$ cat src/rtl/inert_pkg.sv
// Shared types and constants for the inertial sensor frame reader.
// Holds the FSM state enum, config commands and the read-command helper.
package inert_pkg;

  typedef enum logic [2:0] {
    INIT_WAIT,
    CFG0,
    CFG1,
    CFG2,
    IDLE,
    RD_L,
    RD_H,
    PUBLISH
  } state_t;

  localparam logic [15:0] CMD_CFG0 = 16'h0D02;
  localparam logic [15:0] CMD_CFG1 = 16'h1160;
  localparam logic [15:0] CMD_CFG2 = 16'h1440;
  localparam logic        RD_BIT   = 1'b1;

  function automatic logic [15:0] rd_cmd(input logic [6:0] a);
    return {RD_BIT, a, 8'h00};
  endfunction

endpackage

$ cat src/rtl/inert_multi_intf_sync2.sv
// Two-flop synchronizer for the asynchronous sensor INT line.
// Ports: clk, rst (sync, active high), d_i async in, q_o synced out.
module inert_sync2 (
  input  logic clk,
  input  logic rst,
  input  logic d_i,
  output logic q_o
);

  logic ff1_q;
  logic ff2_q;

  always_ff @(posedge clk) begin
    if (rst) begin
      ff1_q <= 1'b0;
      ff2_q <= 1'b0;
    end else begin
      ff1_q <= d_i;
      ff2_q <= ff1_q;
    end
  end

  assign q_o = ff2_q;

endmodule

$ cat src/rtl/inert_multi_intf.sv
// Inertial sensor reader: startup config, then on INT reads NUM_AXES
// 16-bit axes over an external SPI master and publishes whole frames.
// Ports: clk, rst, INT, spi_done, spi_rd_data in; spi_wrt, spi_cmd,
// axis_data, vld, wdog_to out. Macro INERT_WDOG_EN adds a watchdog.
module inert_multi_intf
  import inert_pkg::*;
#(
  parameter int          NUM_AXES  = 3,
  parameter logic [6:0]  BASE_ADDR = 7'h22,
  parameter bit          FAST_SIM  = 1'b1,
  parameter logic [23:0] WDOG_CYC  = 24'd1_000_000
) (
  input  logic                    clk,
  input  logic                    rst,
  input  logic                    INT,
  input  logic                    spi_done,
  input  logic [15:0]             spi_rd_data,
  output logic                    spi_wrt,
  output logic [15:0]             spi_cmd,
  output logic [16*NUM_AXES-1:0]  axis_data,
  output logic                    vld,
  output logic                    wdog_to
);

  localparam int         CW   = FAST_SIM ? 10 : 16;
  localparam logic [2:0] LAST = 3'(NUM_AXES - 1);

  state_t                  state_q;
  logic [CW-1:0]           cnt_q;
  logic [2:0]              idx_q;
  logic [16*NUM_AXES-1:0]  shadow_q;
  logic [16*NUM_AXES-1:0]  axis_q;
  logic                    vld_q;
  logic                    wrt_q;
  logic [15:0]             cmd_q;
  logic                    int_s;
  logic [6:0]              lo_addr;
  logic [6:0]              hi_addr;
  logic [6:0]              nx_addr;
  logic                    wd_hit;
  logic                    unused_rd_hi;

  inert_sync2 u_sync (
    .clk (clk),
    .rst (rst),
    .d_i (INT),
    .q_o (int_s)
  );

  // 7-bit wrapping register addresses for the current and next axis
  assign lo_addr = BASE_ADDR + {3'b000, idx_q, 1'b0};
  assign hi_addr = lo_addr + 7'd1;
  assign nx_addr = lo_addr + 7'd2;

  assign unused_rd_hi = ^spi_rd_data[15:8];

`ifdef INERT_WDOG_EN
  logic [23:0] wd_q;
  logic        wd_to_q;
  logic        wd_run;

  assign wd_run  = (state_q == IDLE) || (state_q == RD_L) ||
                   (state_q == RD_H);
  assign wd_hit  = wd_run && (wd_q == WDOG_CYC - 24'd1);
  assign wdog_to = wd_to_q;
`else
  assign wd_hit  = 1'b0;
  assign wdog_to = 1'b0;
`endif

  always_ff @(posedge clk) begin
    if (rst) begin
      state_q  <= INIT_WAIT;
      cnt_q    <= '0;
      idx_q    <= '0;
      shadow_q <= '0;
      axis_q   <= '0;
      vld_q    <= 1'b0;
      wrt_q    <= 1'b0;
      cmd_q    <= '0;
`ifdef INERT_WDOG_EN
      wd_q     <= '0;
      wd_to_q  <= 1'b0;
`endif
    end else begin
      wrt_q <= 1'b0;
      vld_q <= 1'b0;
`ifdef INERT_WDOG_EN
      wd_to_q <= 1'b0;
      if (state_q == PUBLISH || wd_hit) begin
        wd_q <= '0;
      end else if (wd_run) begin
        wd_q <= wd_q + 24'd1;
      end
`endif
      if (wd_hit) begin
        // Abandon everything and reconfigure; published data stays.
`ifdef INERT_WDOG_EN
        wd_to_q <= 1'b1;
`endif
        state_q <= INIT_WAIT;
        cnt_q   <= '0;
      end else begin
        unique case (state_q)
          INIT_WAIT: begin
            cnt_q <= cnt_q + 1'b1;
            if (&cnt_q) begin
              wrt_q   <= 1'b1;
              cmd_q   <= CMD_CFG0;
              state_q <= CFG0;
            end
          end
          CFG0: begin
            if (spi_done) begin
              wrt_q   <= 1'b1;
              cmd_q   <= CMD_CFG1;
              state_q <= CFG1;
            end
          end
          CFG1: begin
            if (spi_done) begin
              wrt_q   <= 1'b1;
              cmd_q   <= CMD_CFG2;
              state_q <= CFG2;
            end
          end
          CFG2: begin
            if (spi_done) begin
              state_q <= IDLE;
            end
          end
          IDLE: begin
            if (int_s) begin
              idx_q   <= '0;
              wrt_q   <= 1'b1;
              cmd_q   <= rd_cmd(BASE_ADDR);
              state_q <= RD_L;
            end
          end
          RD_L: begin
            if (spi_done) begin
              for (int a = 0; a < NUM_AXES; a++) begin
                if (idx_q == 3'(a)) begin
                  shadow_q[16*a +: 8] <= spi_rd_data[7:0];
                end
              end
              wrt_q   <= 1'b1;
              cmd_q   <= rd_cmd(hi_addr);
              state_q <= RD_H;
            end
          end
          RD_H: begin
            if (spi_done) begin
              for (int a = 0; a < NUM_AXES; a++) begin
                if (idx_q == 3'(a)) begin
                  shadow_q[16*a+8 +: 8] <= spi_rd_data[7:0];
                end
              end
              if (idx_q < LAST) begin
                idx_q   <= idx_q + 3'd1;
                wrt_q   <= 1'b1;
                cmd_q   <= rd_cmd(nx_addr);
                state_q <= RD_L;
              end else begin
                state_q <= PUBLISH;
              end
            end
          end
          PUBLISH: begin
            axis_q  <= shadow_q;
            vld_q   <= 1'b1;
            state_q <= IDLE;
          end
          default: state_q <= INIT_WAIT;
        endcase
      end
    end
  end

  assign spi_wrt   = wrt_q;
  assign spi_cmd   = cmd_q;
  assign axis_data = axis_q;
  assign vld       = vld_q;

endmodule

$ cat config.mk
export PLATFORM = sky130hd
export DESIGN_NAME = inert_multi_intf
export DESIGN_NICKNAME = d
export VERILOG_FILES = /design/src/rtl/inert_pkg.sv /design/src/rtl/inert_multi_intf_sync2.sv /design/src/rtl/inert_multi_intf.sv
export SDC_FILE = /design/constraint.sdc
export NUM_CORES = 1
export LEC_CHECK = 0
export ABC_CLOCK_PERIOD_IN_PS = 1600
export CAP_MARGIN = 25
export CORE_ASPECT_RATIO = 1.25
export CORE_MARGIN = 4
export CORE_UTILIZATION = 37
export CTS_CLUSTER_DIAMETER = 60
export DETAILED_ROUTE_END_ITERATION = 6
export GPL_TIMING_DRIVEN = 0
export MAX_ROUTING_LAYER = met4
export PLACE_DENSITY = 0.62
export SYNTH_ARGS = -nofsm -noshare
export SYNTH_HDL_FRONTEND = slang
export SYNTH_SLANG_ARGS = --single-unit
$ cat constraint.sdc
create_clock -name clk -period 1.6 [get_ports clk]
set_input_delay 0.16 -clock clk [delete_from_list [all_inputs] [get_ports clk]]
set_output_delay 0.16 -clock clk [all_outputs]
set_load 0.02 [all_outputs]
==> summary.txt <==
Drt
  – TritonRoute pass-1 iters: 4
  – Total wire length: approximately 13000 µm
  – Vias: 4152
  – DRC: 0
  – Routed wire length per instance: 15.13 µm
  – DR iter-0 viols: 199
  – Vias/cell: 4.902
  – Final ANT Viol Nets: 0

Setup path
  – Crit-path max FO: 8
  – WP data arrival: 1.95 ns
  – Crit-path cells: or4b_4, or3_1, a21oi_2
  – Type of origin of the critical path: flop
  – Max incr delay on CP: 0.63 ns
  – Critical path's slowest cell: or4b_4
  – Data required time of the worst path: 1.94 ns
  – Crit Path Class: reg -> reg
  – Crit. End Element: flop

Clocking
  – Num CTS Buffers: 17
  – Worst-Skew Late Latency: 0.41 ns
  – Clock Path Buffers: 2
  – Clock transition at path regs: 0.06 ns
  – Cts hold-fix bufs: 0
  – CTS root buf: clkbuf_16
  – CTS H-tree depth: 4
  – CTS tree: done
  – Total clock sinks: 127

Min path
  – Worst hold path type: in -> reg

Timing
  – Fin Setup TNS: -0.01722 ns
  – Peak Freq: 619.7 MHz
  – Final min period: 1.614 ns
  – Unrepaired setup endpoints after global routing: true
  – Headroom to the max-slew limit: between 50 and 60%
  – Final-report hold violation count: 0
  – Worst-margin pin slew: 0.7211 ns
  – Final worst path period share: 100.9%
  – Setup Skew: 0.01176 ns
  – Fin Hold WS: ~0.14 ns
  – Final setup vio count: 2
  – Max Slew Vio Count: 0
  – Final setup margin: -0.01371 ns

GRT
  – Vias in the first global route: about 4000
  – Tot GR Track Use: between 10% and 20%
  – Global-route wire length before repair: 20090 µm
  – Antenna violations before repair: 0
  – GRT overflow: 0
  – Largest net degree at the start of global routing: 17

Final layout
  – Fin nets: 690
  – Fill cells: roughly 1200
  – Area growth, synth to finish: 38.65%
  – Multi-input gate area: 2414 µm²
  – ANT cells: 0
  – Most frequent cells in the layout: dfxtp_1, nand2_1, clkdlybuf4s50_1
  – Register area: roughly 2600 µm²
  – Layout cells sized above 1: 17.16%
  – Fin util: 52.17%
  – Most common cell after layout, fill and taps aside: dfxtp_1

Pwr
  – Leak pwr: roughly 2.6 nW
  – Worst vdd ir: 637.8 µV
  – Pwr dens: 1259 nW/µm²

Floorplanning
  – Die height: 137.7 µm
  – Starting Density: 37.63%
  – Die Wd: between 100 and 150 µm
  – # rows: 47
  – Core box area: 13230 µm²
  – Die area: approximately 15000 µm²
  – IO Count: 87

Logic synthesis
  – Synth Register Bits: 127
  – Top_reg_cell synth: dfxtp_1
  – Mux cell area share after synthesis: 10.66%
  – Ys async rst share: 0%
  – Synth Area in XOR/XNOR: 1.935%
  – Adder-cell area share of the yosys netlist: 1.508%
  – Yosys cell types: 46
  – Syn Std Cell Area: approximately 5000 µm²
  – Main combinational cell family by area after synthesis: simple AND/OR/NAND/NOR gates
  – Synthesized instance count: 560
  – Post-synthesis compound-gate area fraction: 9.902%
  – Ys Warns: 0
  – Simple-Gate Fraction of Synth Area: between 10% and 20%
  – Avg Cell Area, Syn: 8.890 µm²
  – Seq/Total Area, Yosys: 51.07%
  – Post-synth EDFFs: 0

Run
  – Max Cap Viol: 0

Place
  – HPWL after detailed placement: between 8000 and 9000 µm
  – GPL Wtd Cong: around 0.82
  – Input/output buffers: 71

Run status
  – Status: finished with violations
  – Failing checks: negative setup slack
## kinds of logic after synthesis
| family | count (synthesis) |
|---|---|
| AND/OR/NAND/NOR | 224 |
| flip-flops | 127 |
| AO/OA/AOI/OAI | 85 |
| multiplexers | 53 |
| buffers and inverters | 53 |
| XOR/XNOR | 11 |
| adder cells (fa/ha/maj) | 6 |
| other | 1 |
## per-layer routing
layer  up-vias  global-route usage, %  share of wire (%)
met5         -                      -                  0
met4         0                  7.573                1.7
met3        18                  3.866                4.5
met2       116                  27.77                 51
met1      1945                  19.97                 42
li1       2073                      -                  -
## area by class of cell
class	instances	share of cell area, %
flip-flops and latches	127	37.07
well taps	171	3.100
plain buffers	41	3.879
clock buffers	22	6.870
multi-input cells	385	34.96
repair buffers	84	11.75
clock inverters	9	1.939
inverters	8	0.4350
## flip-flops by register name, indices dropped and copies added, names as in the netlist, 3 cells and up
name,flops
axis_data,48
cnt_q,10
idx_q,3
shadow_q,48
spi_cmd,11
state_q,3
## where the power goes
part           internal, mW  total (mW)  leakage (nW)  switching (mW)
sequential             3.31        3.42          1.03           0.108
combinational         0.630        1.36          1.31           0.730
clock                  2.57        3.91         0.296            1.34
total                  6.51        8.69          2.63            2.18
## per-stage QoR
| stage | cells | total power [mW] | instance area (µm²) | worst slack (ns) |
|---|---|---|---|---|
| after floorplan | 565 | 4.184 | 5010 | 0.00001588 |
| after global placement | 807 | 4.544 | 5934 | -0.8278 |
| after detailed placement | 807 | 4.561 | 5934 | -0.8692 |
| after CTS | 838 | 8.555 | 6664 | -0.02101 |
| after global routing | 847 | 9.013 | 6903 | -0.09452 |
| final | 847 | 8.689 | 6903 | -0.01371 |
## repair_timing
action | in CTS | in global routing
pin swaps | 10 | 12
setup endpoints to repair | 121 | 102
buffers inserted | 4 | 9
cloned | 0 | 0
gates resized for setup | 42 | 54
## worst max-delay path: cells and delay by family (launching register included)
| kind | cells | cell delay (ns) |
|---|---|---|
| AO/OA/AOI/OAI | 1 | 0.12 |
| flip-flops | 1 | 0.37 |
| AND/OR/NAND/NOR | 2 | 1.04 |
## Yosys cell counts (2+ instances only)
library cell,count,share of area (%)
dfxtp_1,127,51
nand2_1,113,8.5
nor2_1,65,4.9
a21oi_1,60,6.0
mux2i_1,53,11
clkbuf_1,24,1.8
nand3_1,10,1.0
xnor2_1,9,1.6
buf_2,8,0.80
inv_1,8,0.60
o21ai_0,7,0.70
buf_4,6,0.90
ha_1,6,1.5
buf_1,5,0.38
nor2b_1,5,0.63
nand4_1,4,0.50
nor3_1,4,0.40
nor3b_1,4,0.60
o211ai_1,4,0.60
o21a_1,4,0.60
or3_1,4,0.50
and3_1,2,0.25
buf_6,2,0.45
nand2b_1,2,0.25
nand3b_1,2,0.30
xor2_1,2,0.35
## final timing paths
path	startpoint	end	slack, ns	cells past startpoint
worst max-delay path	state_q[1]	cnt_q[3]	-0.01	3
worst min register to register	u_sync.ff1_q	u_sync.q_o	0.44	1
worst min-delay path	spi_done	state_q[2]	0.14	3
worst max register to register	state_q[1]	cnt_q[3]	-0.01	3
Power figures use the tool's default switching activity.
